### config.mk
export PLATFORM = sky130hd
export DESIGN_NAME = wb_arbiter
export DESIGN_NICKNAME = d
export VERILOG_FILES = /design/src/rtl/wb_arbiter_pkg.sv /design/src/rtl/wb_fifo.sv /design/src/rtl/wb_arbiter.sv
export SDC_FILE = /design/constraint.sdc
export NUM_CORES = 1
export LEC_CHECK = 0
export CAP_MARGIN = 20
export CORE_UTILIZATION = 45
export DETAILED_ROUTE_END_ITERATION = 16
export GPL_ROUTABILITY_DRIVEN = 0
export PLACE_DENSITY = 0.7
export SYNTH_ARGS = -nofsm -noshare
export SYNTH_HDL_FRONTEND = slang
export SYNTH_SLANG_ARGS = --single-unit
### constraint.sdc
create_clock -name clk -period 6.87 [get_ports clk]
set_clock_uncertainty 0.1 [all_clocks]
set_input_delay 1.0305 -clock clk [delete_from_list [all_inputs] [get_ports clk]]
set_output_delay 1.0305 -clock clk [all_outputs]
set_load 0.05 [all_outputs]
### src/rtl/wb_arbiter_pkg.sv
// wb_arbiter_pkg: shared constants and types for the writeback arbiter slice.
//   WORD_WIDTH, REGFILE_BITS, REGFILE_SIZE : register-file geometry
//   WB_FIFO_DEPTH    : default vector-result buffer depth
//   WB_STARVE_LIMIT  : default starvation-guard threshold
//   wb_src_e         : which source drives the register-file write port
package wb_arbiter_pkg;

  localparam int unsigned WORD_WIDTH      = 32;
  localparam int unsigned REGFILE_BITS    = 5;
  localparam int unsigned REGFILE_SIZE    = 2 ** REGFILE_BITS;
  localparam int unsigned WB_FIFO_DEPTH   = 4;
  localparam int unsigned WB_STARVE_LIMIT = 8;

  typedef enum logic [1:0] {
    WB_SRC_NONE   = 2'd0,
    WB_SRC_SCALAR = 2'd1,
    WB_SRC_VECTOR = 2'd2
  } wb_src_e;

endpackage

### src/rtl/wb_fifo.sv
// wb_fifo: synchronous in-order FIFO for vector-coprocessor scalar results.
// Ports:
//   clk, nrst              : clock, synchronous active-low reset
//   push, push_dest/data   : enqueue request (caller guarantees !full)
//   pop                    : dequeue request (caller guarantees !empty)
//   head_dest, head_data   : entry at the read pointer
//   full, empty            : occupancy flags from the registered count
//   ent_valid, ent_dest    : per-entry valid bit and destination register
module wb_fifo #(
  parameter int unsigned WIDTH     = 32,
  parameter int unsigned ADDR_BITS = 5,
  parameter int unsigned DEPTH     = 4
) (
  input  logic                             clk,
  input  logic                             nrst,
  input  logic                             push,
  input  logic [ADDR_BITS-1:0]             push_dest,
  input  logic [WIDTH-1:0]                 push_data,
  input  logic                             pop,
  output logic [ADDR_BITS-1:0]             head_dest,
  output logic [WIDTH-1:0]                 head_data,
  output logic                             full,
  output logic                             empty,
  output logic [DEPTH-1:0]                 ent_valid,
  output logic [DEPTH-1:0][ADDR_BITS-1:0]  ent_dest
);

  localparam int unsigned PW = $clog2(DEPTH);
  localparam int unsigned CW = $clog2(DEPTH) + 1;

  logic [WIDTH-1:0] mem [DEPTH];
  logic [PW-1:0]    wr_ptr;
  logic [PW-1:0]    rd_ptr;
  logic [CW-1:0]    count;

  assign full      = (count == CW'(DEPTH));
  assign empty     = (count == '0);
  assign head_dest = ent_dest[rd_ptr];
  assign head_data = mem[rd_ptr];

  // Pointers wrap naturally because DEPTH is a power of two.
  always_ff @(posedge clk) begin
    if (!nrst) begin
      wr_ptr    <= '0;
      rd_ptr    <= '0;
      count     <= '0;
      ent_valid <= '0;
    end else begin
      if (push) begin
        mem[wr_ptr]       <= push_data;
        ent_dest[wr_ptr]  <= push_dest;
        ent_valid[wr_ptr] <= 1'b1;
        wr_ptr            <= wr_ptr + 1'b1;
      end
      if (pop) begin
        ent_valid[rd_ptr] <= 1'b0;
        rd_ptr            <= rd_ptr + 1'b1;
      end
      case ({push, pop})
        2'b10:   count <= count + CW'(1);
        2'b01:   count <= count - CW'(1);
        default: count <= count;
      endcase
    end
  end

endmodule

### src/rtl/wb_arbiter.sv
// wb_arbiter: writeback arbiter in front of the integer register-file write port.
// Scalar writeback has priority and is registered with one-cycle latency;
// vector-coprocessor results are queued and drained when the scalar path idles.
// Optional macro WB_ARB_STARVE_GUARD_EN enables the starvation guard (sc_stall).
// Ports:
//   clk, nrst                              : clock, synchronous active-low reset
//   sc_wr_en, sc_dest_addr, sc_wr_data     : scalar writeback
//   vc_valid, vc_ready, vc_dest_addr, vc_data : vector-result handshake
//   rf_wr_en, rf_dest_addr, rf_wr_data     : register-file write port
//   pend_mask                              : registers targeted by queued vector results
//   fifo_full                              : vector buffer full
//   sc_stall                               : request to freeze scalar writeback
module wb_arbiter
  import wb_arbiter_pkg::*;
#(
  parameter int unsigned WORD_WIDTH   = wb_arbiter_pkg::WORD_WIDTH,
  parameter int unsigned REGFILE_BITS = wb_arbiter_pkg::REGFILE_BITS,
  parameter int unsigned FIFO_DEPTH   = WB_FIFO_DEPTH,
  parameter int unsigned STARVE_LIMIT = WB_STARVE_LIMIT
) (
  input  logic                         clk,
  input  logic                         nrst,
  input  logic                         sc_wr_en,
  input  logic [REGFILE_BITS-1:0]      sc_dest_addr,
  input  logic [WORD_WIDTH-1:0]        sc_wr_data,
  input  logic                         vc_valid,
  output logic                         vc_ready,
  input  logic [REGFILE_BITS-1:0]      vc_dest_addr,
  input  logic [WORD_WIDTH-1:0]        vc_data,
  output logic                         rf_wr_en,
  output logic [REGFILE_BITS-1:0]      rf_dest_addr,
  output logic [WORD_WIDTH-1:0]        rf_wr_data,
  output logic [2**REGFILE_BITS-1:0]   pend_mask,
  output logic                         fifo_full,
  output logic                         sc_stall
);

  if (FIFO_DEPTH < 2 || (FIFO_DEPTH & (FIFO_DEPTH - 1)) != 0 || STARVE_LIMIT < 1)
  begin : g_param_check
    $error("wb_arbiter: FIFO_DEPTH must be a power of two >= 2 and STARVE_LIMIT >= 1");
  end

  logic                                        sc_wins;
  logic                                        push;
  logic                                        pop;
  logic                                        fifo_empty;
  logic [REGFILE_BITS-1:0]                     head_dest;
  logic [WORD_WIDTH-1:0]                       head_data;
  logic [FIFO_DEPTH-1:0]                       ent_valid;
  logic [FIFO_DEPTH-1:0][REGFILE_BITS-1:0]     ent_dest;
  wb_src_e                                     src;

  // Writes to x0 are architectural no-ops on both paths.
  assign sc_wins  = sc_wr_en && (sc_dest_addr != '0);
  assign vc_ready = !fifo_full;
  assign push     = vc_valid && vc_ready && (vc_dest_addr != '0);
  assign pop      = (src == WB_SRC_VECTOR);

  always_comb begin
    src = WB_SRC_NONE;
    if (sc_wins)          src = WB_SRC_SCALAR;
    else if (!fifo_empty) src = WB_SRC_VECTOR;
  end

  wb_fifo #(
    .WIDTH     (WORD_WIDTH),
    .ADDR_BITS (REGFILE_BITS),
    .DEPTH     (FIFO_DEPTH)
  ) u_fifo (
    .clk       (clk),
    .nrst      (nrst),
    .push      (push),
    .push_dest (vc_dest_addr),
    .push_data (vc_data),
    .pop       (pop),
    .head_dest (head_dest),
    .head_data (head_data),
    .full      (fifo_full),
    .empty     (fifo_empty),
    .ent_valid (ent_valid),
    .ent_dest  (ent_dest)
  );

  // An entry leaves the FIFO at the edge it is registered onto rf_*, so the
  // valid bits alone already exclude the write currently on the port.
  always_comb begin
    pend_mask = '0;
    for (int unsigned i = 0; i < FIFO_DEPTH; i++) begin
      if (ent_valid[i]) pend_mask[ent_dest[i]] = 1'b1;
    end
  end

  always_ff @(posedge clk) begin
    if (!nrst) begin
      rf_wr_en     <= 1'b0;
      rf_dest_addr <= '0;
      rf_wr_data   <= '0;
    end else begin
      case (src)
        WB_SRC_SCALAR: begin
          rf_wr_en     <= 1'b1;
          rf_dest_addr <= sc_dest_addr;
          rf_wr_data   <= sc_wr_data;
        end
        WB_SRC_VECTOR: begin
          rf_wr_en     <= 1'b1;
          rf_dest_addr <= head_dest;
          rf_wr_data   <= head_data;
        end
        default: rf_wr_en <= 1'b0;
      endcase
    end
  end

`ifdef WB_ARB_STARVE_GUARD_EN
  localparam int unsigned SW = $clog2(STARVE_LIMIT + 1);

  logic [SW-1:0] starve_cnt;
  logic          stall_q;

  // Counter saturates at STARVE_LIMIT; stall asserts on the edge that brings
  // the count to the limit and drops on the first drain.
  always_ff @(posedge clk) begin
    if (!nrst) begin
      starve_cnt <= '0;
      stall_q    <= 1'b0;
    end else if (pop) begin
      starve_cnt <= '0;
      stall_q    <= 1'b0;
    end else if (sc_wins && !fifo_empty) begin
      if (starve_cnt != SW'(STARVE_LIMIT)) starve_cnt <= starve_cnt + SW'(1);
      if (starve_cnt == SW'(STARVE_LIMIT - 1)) stall_q <= 1'b1;
    end
  end

  assign sc_stall = stall_q;
`else
  assign sc_stall = 1'b0;
`endif

endmodule

# After elaboration in Yosys (flattened, before gate mapping)

Memory sizes are Yosys's and may differ from the RTL's. A register that Yosys moved wholly into a read port is not among the register bits.
Cells that the tools add are included.

Add/subtract/negate cells: 4
Order comparisons: 12
Equality and inequality tests: 5
Mux-type cells: 35
Bitwise operators: 6
Reduce and logical (&&, ||, !) cells: 17

Operator list:

| cell                                                               | count |
|---|---|
| 2-to-1 mux 32 bit                                                  | 4 |
| bitwise OR 32 bit                                                  | 3 |
| one-hot mux 32 bit (2 select lines)                                | 1 |
| less-than comparator 5 x 6 -> 1 bit (second input constant)        | 4 |
| bitwise mux 20 bit                                                 | 1 |
| demux 1 bit (select 5 bit)                                         | 4 |
| greater-or-equal comparator 5 x 1 -> 1 bit (second input constant) | 4 |
| 2-to-1 mux 4 bit                                                   | 3 |
| binary-select mux 5 bit (select 2 bit)                             | 1 |
| demux 5 bit (select 2 bit)                                         | 1 |
| 2-to-1 mux 1 bit                                                   | 10 |
| 2-to-1 mux 5 bit                                                   | 2 |
| one-hot mux 5 bit (2 select lines)                                 | 1 |
| nonzero test 5 bit                                                 | 2 |
| logical AND 1 bit                                                  | 9 |
| 2-to-1 mux 2 bit                                                   | 4 |
| less-than comparator 2 x 3 -> 1 bit (second input constant)        | 2 |
| one-hot mux 3 bit (2 select lines)                                 | 1 |
| adder 2 x 1 -> 2 bit (second input constant)                       | 2 |
| bitwise AND 4 bit                                                  | 1 |
| demux 1 bit (select 2 bit)                                         | 2 |
| equality test 2 x 1 -> 1 bit (second input constant)               | 2 |
| equality test 2 bit (second input constant)                        | 2 |
| greater-or-equal comparator 2 x 1 -> 1 bit (second input constant) | 2 |
| 10 further kinds                                                   | 11 |

Flip-flop bits (word level): 69
Bits in writable memories: 128
Input port bits: 78
Output and inout bits: 73
Logic and storage cells: 91
Memories kept: 1

Memory list:

| name       | words | width | read ports | clocked after Yosys merged registers in | wr ports | RTL line      | text |
|---|---|---|---|---|---|---|---|
| u_fifo.mem | 4     | 32    | 1          | 1                                       | 1        | wb_fifo.sv:31 | `logic [WIDTH-1:0] mem [DEPTH];` |

# Logic depth before layout (Yosys ltp)

Gate-level depths: netlist (run 1).

Word-level depth: 11
Depth in mapped cells: 10
Gate-level depth less buffers: 9

# Cells and area by module

A second synthesis (run 1) with hierarchy kept.

Cell total of the unflattened synthesis: 615
Area, all modules: 8888.5 sq um

Modules (own cells, without submodules):

| module     | instances | cells an instance | area an instance (sq um) | seq. area each (sq um) |
|---|---|---|---|---|
| wb_fifo    | 1         | 268               | 6043.3                   | 4704.5 |
| wb_arbiter | 1         | 347               | 2845.2                   | 760.7 |

# Least setup slack after synthesis (run 1)

Ideal clock, no wire load.

Path kind: input -> register
Start: in sc_dest_addr[1]
End: reg u_fifo.count[2]
Library setup time: 0.071 ns
Arrival: 3.173 ns
Required time: 6.699 ns
Slack: 3.526 ns
Stages: 10
Path buffers: 1
Cell sequence: or4_4 -> o21a_1 -> buf_6 -> nor2_4 -> ha_1 -> inv_1 -> fa_1 -> xor2_1 -> or3_1 -> a21oi_1

Word-level cells in the longest chain between the ends: 6
Elaborated cells on any way between the ends: 8
Classes of those cells: eq/ne (3); mux (2); reduce/logical (3)

Ends and longest elaborated chain:

| element                                                                  | RTL line         | text |
|---|---|---|
| start: declaration                                                       | wb_arbiter.sv:24 | `input logic [REGFILE_BITS-1:0] sc_dest_addr,` |
| nonzero test 5 bit (*)                                                   | wb_arbiter.sv:54 | `assign sc_wins = sc_wr_en && (sc_dest_addr != '0);` |
| logical AND 1 bit (*)                                                    | wb_arbiter.sv:54 |  |
| 2-to-1 mux 2 bit (*)                                                     | wb_arbiter.sv:61 | `if (sc_wins) src = WB_SRC_SCALAR;` |
| equality test 2 bit (*)                                                  | wb_arbiter.sv:57 | `assign pop = (src == WB_SRC_VECTOR);` |
| equality test 2 x 1 -> 1 bit or equality test 2 bit (tied branches)      | wb_fifo.sv:59    | `case ({push, pop})` |
| one-hot mux 3 bit (2 select lines) or nonzero test 2 bit (tied branches) | --               |  |
| end signal: assignment                                                   | wb_fifo.sv:60    | `2'b10: count <= count + CW'(1);` |
| end signal: assignment                                                   | wb_fifo.sv:61    | `2'b01: count <= count - CW'(1);` |
| end signal: assignment                                                   | wb_fifo.sv:62    | `default: count <= count;` |
| end: declaration                                                         | wb_fifo.sv:34    | `logic [CW-1:0] count;` |

Every way passes the cells marked *; elsewhere a longest branch is shown, timed or not.
A chain may end at the register's enable or synchronous reset.

# Worst setup path after layout (run 1)

Start: reg u_fifo.ent_dest[1] (netlist bit)
End: out pend_mask[4]

Word-level cells in the longest chain between the ends: 11
Elaborated cells on any way between the ends: 12
Classes of those cells: order compare (2); mux (6); bitwise (3); reduce/logical (1)

Ends and longest elaborated chain:

| element                                                                                                                 | RTL line         | text |
|---|---|---|
| start: declaration                                                                                                      | wb_fifo.sv:25    | `output logic [DEPTH-1:0][ADDR_BITS-1:0] ent_dest` |
| start signal: indexed assignment                                                                                        | wb_fifo.sv:51    | `ent_dest[wr_ptr] <= push_dest;` |
| less-than comparator 5 x 6 -> 1 bit (not written as such) or greater-or-equal comparator 5 x 1 -> 1 bit (tied branches) | wb_arbiter.sv:89 | `if (ent_valid[i]) pend_mask[ent_dest[i]] = 1'b1;` |
| logical AND 1 bit (not written as such)                                                                                 | wb_arbiter.sv:89 |  |
| 2-to-1 mux 1 bit (not written as such)                                                                                  | wb_arbiter.sv:89 |  |
| demux 1 bit (select 5 bit) (*)                                                                                          | wb_arbiter.sv:89 |  |
| 2-to-1 mux 32 bit (*)                                                                                                   | wb_arbiter.sv:89 |  |
| bitwise OR 32 bit (no source line)                                                                                      | --               |  |
| 2-to-1 mux 32 bit (*)                                                                                                   | wb_arbiter.sv:89 |  |
| bitwise OR 32 bit (no source line)                                                                                      | --               |  |
| 2-to-1 mux 32 bit (*)                                                                                                   | wb_arbiter.sv:89 |  |
| bitwise OR 32 bit (no source line)                                                                                      | --               |  |
| 2-to-1 mux 32 bit (*)                                                                                                   | wb_arbiter.sv:89 |  |
| end: declaration                                                                                                        | wb_arbiter.sv:33 | `output logic [2**REGFILE_BITS-1:0] pend_mask,` |

Marks and branches as above.

==> results of run 1 <==
==> report_power, final <==
group          internal [mW]  leakage [nW]  switching, mW
clock                  0.618         0.288          0.418
combinational          0.375          1.48          0.619
sequential              1.41          1.77         0.0915
total                   2.40          3.53           1.13
==> placed cells by master (no fill, tap or decap), types with 10 or more instances in the layout <==
| master | netlist | layout |
|---|---|---|
| a22oi_1 | 10 | 10 |
| o22ai_1 | 13 | 13 |
| clkdlybuf4s50_1 | 0 | 149 |
| edfxtp_1 | 148 | 148 |
| o221ai_1 | 10 | 10 |
| a21oi_2 | 10 | 10 |
| o21ai_0 | 38 | 38 |
| nand2_1 | 53 | 53 |
| dfxtp_1 | 51 | 49 |
| inv_1 | 11 | 11 |
| a21oi_1 | 80 | 80 |
| nand3_1 | 10 | 10 |
| mux4_2 | 37 | 37 |
| nor2_1 | 22 | 22 |
| a221o_1 | 13 | 13 |
| clkbuf_16 | 0 | 17 |
==> worst register-to-register path: stages (launching register included) <==
cell and delay, ps:
dfxtp_1 390, or3b_2 530, o311a_1 280, inv_1 120, ha_1 190, inv_1 60, fa_1 370, xor2_1 160
or3_1 300, a21oi_1 150
==> through the flow <==
stage | setup slack [ps] | hold WS, ps
floorplan | 3526 | 375.8
global placement | 2721 | 400.4
detailed placement | 2635 | 421.8
CTS | 2701 | 431.5
global route | 2620 | 463.4
finish | 2780 | 430.9
==> area by class of cell <==
| class | count | area, um^2 |
|---|---|---|
| Inverter | 11 | 41.29 |
| Tap cell | 260 | 325.3 |
| Clock buffer | 20 | 446.7 |
| Clock inverter | 12 | 175.2 |
| Multi-Input combinational cell | 390 | 2990 |
| Sequential cell | 199 | 5468 |
| Timing Repair Buffer | 155 | 1536 |
| Fill cell | 1492 | 7848 |
==> sequential cells by signal, indices dropped and copies added, names as in the netlist, named ones only <==
signal and cells:
u_fifo.ent_valid 4, u_fifo.ent_dest 20, u_fifo.mem 128, u_fifo.wr_ptr 2, rf_wr_data 32, u_fifo.rd_ptr 2, rf_wr_en 1, u_fifo.count 3
rf_dest_addr 5
==> logic make-up after synthesis <==
kind of cell | share of synthesized area [%]
compound gates | 13.59
xor+xnor | 0.3020
fa+ha+maj | 1.524
flops | 62.81
mux | 9.822
buf+inv | 2.948
simple gates | 8.959
other cells | 0.04310
==> layer usage <==
| metal | up-vias | wire, um | global-route usage (%) | share of wire [%] |
|---|---|---|---|---|
| met5 | - | 0 | 0 | 0 |
| met4 | 0 | 447 | 8.810 | 2.1 |
| met3 | 49 | 1847 | 5.707 | 8.5 |
| met2 | 307 | 10780 | 37.73 | 50 |
| met1 | 3071 | 8638 | 27.40 | 40 |
| li1 | 2777 | - | - | - |
==> cells in the mapped netlist, types with 9 or more instances <==
cell,n,share of area [%]
clkbuf_1,31,1.3
dfxtp_1,51,12
nand3b_1,9,0.78
edfxtp_1,148,51
buf_2,12,0.69
a21oi_2,10,1.0
mux4_2,37,9.6
a21oi_1,80,4.6
a22oi_1,10,0.86
nand3_1,10,0.58
and3_1,10,0.72
nor2_1,22,0.95
nor3b_1,9,0.78
nand2_1,53,2.3
o221ai_1,10,1.0
a221o_1,13,1.5
o21ai_0,38,2.2
ha_1,9,1.3
o22ai_1,13,0.93
inv_1,11,0.47
==> worst paths after layout <==
path	start	endpoint	slack [ps]
max	u_fifo.ent_dest[1]	pend_mask[4]	2780
min	rf_wr_data[11]	rf_wr_data[11]	430
max reg2reg	u_fifo.count[2]	u_fifo.count[2]	4160
min reg2reg	rf_wr_data[11]	rf_wr_data[11]	430
==> metrics, run 1 <==
outcome finished clean; leakage 3.532 nW; sequential share of the synthesized area 62.81%; DP Area 10,350 um^2; vias in the first global route 6,189; Critical Path Stages 4; min-delay worst type reg -> reg; Setup Buffers After CTS 0; DRC violations left 0; Via-to-Cell Ratio 5.926; Final Core Density 58.33%; nets 862; final slew viol count 0; Starting DRT DRC Count 559; I/O Buffers 149; CTS tree built; slowest stage delay, CP 870 ps; DIE AREA 19,900 um^2; CP Launch Type register; layout cell share with drive strength beyond 1 13.47%; total track usage 22.29%; synthesized area per cell 13.43 um^2; crit-path leading delay family simple AND/OR/NAND/NOR gates; WP buf/inv 1; global-route wire length before repair 33,290 um; Top FF cell, synth edfxtp_1; design area 10,980 um^2; Reg clk slew, reported paths 70 ps; Worst Path Max Fanout 9; post-synth cell types 46; slew margin rel. 29.63%; post-detail-place hpwl 13,960 um; register bit total from synthesis 199; synthesized area 8701 um^2; synth warn 0; largest net degree at the start of global routing 42; Initial Util 46.21%; Worst Tran Pin Value 1056 ps; CP Data Arrival Time 2960 ps; via count 6,204; crit share post-route 59.53%; Peak Freq 0.2445 GHz; drt first pass iters 5; EDFF count, synth 148; CTS HTree Levels 4; Resize count post-CTS 0; ANT cells 0; routed len/inst 20.74 um; crit path max-delay cell type nor3b_1; DRT Wirelength 21,710 um; Final Hold Violating Endpoints 0; CTS Hold Bufs 0; worst-path cell chain nor3b_1 -> a22oi_1 -> o221ai_1 -> clkdlybuf4s50_1; Die Wd 141.1 um; fin cells 1,047; CTS Buf Count 17; Die Y 141.1 um; Area Growth Syn to Fin 26.23%; syn nets 736; Syn Inst Count 648; WS Path Type reg -> out; Setup TNS Final 0 ps; VDD IR max 0.0002130 V; Worst Path Required 5740 ps; Power per Cell Area 321.7 nW/um^2; clock root buffer master clkbuf_16; initial antenna violation count 0; max_cap viols 0; setup violators final 0; Async S/R FF share, synth 0%; GRT Residual Overflow 0; final worst path period need 4090 ps; Tot Pwr 3.533 mW; R2R depth 9; Core Footprint 18,830 um^2; cell row count 50; I/O pin count 151; post-placement cell count 1,014; CP Capture Type output pin; worst hold path depth 2; RSZ-0062 raised after global routing false; Clock Sinks 199; Final ANT Viol Nets 0; CTS Buffer Depth 2; clock insertion delay at the later pin of the skew report 430 ps
No activity file was read; power rests on OpenSTA's default activity.
==> inputs of run 2 (changes only) <==
- clock period: 6.87 -> 4.1 ns (I/O delays scaled with it)
==> run 2 against run 1 <==
Compared with the run above: global-route usage increased by 0.87 points; sequential power increased by 71%; utilization decreased by 0.17 points; clock-buffer cell count unchanged; largest power group unchanged; die area unchanged; combinational power increased by 64%; wire length increased by 2.1%; register-to-register slack got worse by 2800 ps; via count decreased by 0.29%; worst hold slack improved by 4.6 ps; non-clock buffer count increased by 1; sequential share of layout area increased by 0.14 points.
==> metrics, run 2 (synthesis gave the netlist of run 1 again) <==
outcome finished clean; Core Footprint 18,830 um^2; Area Growth Syn to Fin 25.87%; CTS HTree Levels 4; WP buf/inv 1; GRT Residual Overflow 0; R2R depth 9; min-delay worst type reg -> reg; Largest regs u_fifo.mem (128), rf_wr_data (32), u_fifo.ent_dest (20); Via-to-Cell Ratio 5.897; DRT Wirelength 22,160 um; Starting DRT DRC Count 531; CP Data Arrival Time 3040 ps; fill count 1,465; Initial Util 46.21%; DRC violations left 0; Top reg by flops u_fifo.mem; Worst Path Required 3380 ps; Power per Cell Area 531.7 nW/um^2; drt first pass iters 5; clock insertion delay at the later pin of the skew report 420 ps; nets 863; cell row count 50; CTS Buf Count 17; CTS Hold Bufs 0; total track usage 23.16%; I/O pin count 151; Final Hold Violating Endpoints 0; slowest stage delay, CP 890 ps; Clock Sinks 199; CP Capture Type output pin; Die Wd 141.1 um; minimum hold slack 435.6 ps; leakage 3.528 nW; RSZ-0062 raised after global routing false; routed len/inst 21.12 um; Peak Freq 0.2664 GHz; CP Launch Type register; Die Y 141.1 um; post-detail-place hpwl 14,710 um; crit-path leading delay family simple AND/OR/NAND/NOR gates; DIE AREA 19,900 um^2; worst-path cell chain nor3b_1 -> a22oi_1 -> o221ai_1 -> clkdlybuf4s50_1; Final ANT Viol Nets 0; initial antenna violation count 1; final slew viol count 0; Reg clk slew, reported paths 70 ps; DP Area 10,370 um^2; max reg flops 128; max_cap viols 0; CTS Buffer Depth 2; Resize count post-CTS 0; Setup Buffers After CTS 0; I/O Buffers 149; Setup TNS Final 0 ps; commonest non-fill, non-tap cell in the layout clkdlybuf4s50_1; multi-input logic area 2990 um^2; layout cell share with drive strength beyond 1 13.71%; Critical Path Stages 4; Worst Path Max Fanout 9; VDD IR max 0.0003457 V; Worst Tran Pin Value 1040 ps; via count 6,186; final worst path period need 3753 ps; WS Path Type reg -> out; crit path max-delay cell type nor3b_1; slew margin rel. 30.54%; setup violators final 0; most frequent cells in the layout clkdlybuf4s50_1 (149), edfxtp_1 (148), a21oi_1 (80), nand2_1 (53), dfxtp_1 (49); largest net degree at the start of global routing 40; worst hold path depth 2; design area 10,950 um^2; crit share post-route 91.54%; sequential cell area 5468 um^2; vias in the first global route 6,290; global-route wire length before repair 34,820 um; clock root buffer master clkbuf_16; CTS tree built
-- run 2: path summary, 6_finish.rpt --
check	end	start	slack [ps]
worst max-delay path	pend_mask[4]	u_fifo.ent_dest[1]	350
worst max register to register	u_fifo.count[2]	u_fifo.count[2]	1390
worst min register to register	rf_wr_data[9]	rf_wr_data[9]	440
worst min-delay path	rf_wr_data[9]	rf_wr_data[9]	440
-- run 2: cell type report --
type,instances,area share [%]
Clock buffer,20,3.987
Inverter,11,0.3770
Sequential cell,199,49.93
Timing Repair Buffer,156,14.10
Tap cell,260,2.970
Antenna cell,1,0.02285
Clock inverter,12,1.314
Multi-Input combinational cell,390,27.30
-- run 2: worst min-delay path, cell delays in order (launching register included) --
cell and delay [ps]:
dfxtp_1 320, a21oi_2 110, a21oi_1 60
-- run 2: through the flow --
step	worst slack (ps)	instances	utilization, %	total power [mW]
2_1_floorplan	1172	648	-	3.660
3_5_place_dp	658.8	1016	55.06	4.232
3_3_place_gp	724.6	1016	55.06	4.191
5_1_grt	365.7	1048	58.15	6.062
4_1_cts	445.9	1048	58.15	5.852
6_report	346.8	1049	58.16	5.824
-- run 2: where the power goes --
group | total (mW) | internal [mW] | switching (mW) | leakage [nW]
logic | 1.63 | 0.629 | 1.00 | 1.48
clock network | 1.63 | 0.912 | 0.717 | 0.278
registers | 2.57 | 2.36 | 0.201 | 1.77
-- run 2: routing by layer --
| metal | GRT usage [%] | vias to the layer above | share of wire, % |
|---|---|---|---|
| li1 | - | 2774 | - |
| met1 | 30.33 | 3038 | 40 |
| met2 | 38.26 | 334 | 50 |
| met3 | 4.993 | 40 | 8.4 |
| met4 | 8.181 | 0 | 1.7 |
| met5 | 0 | - | 0 |
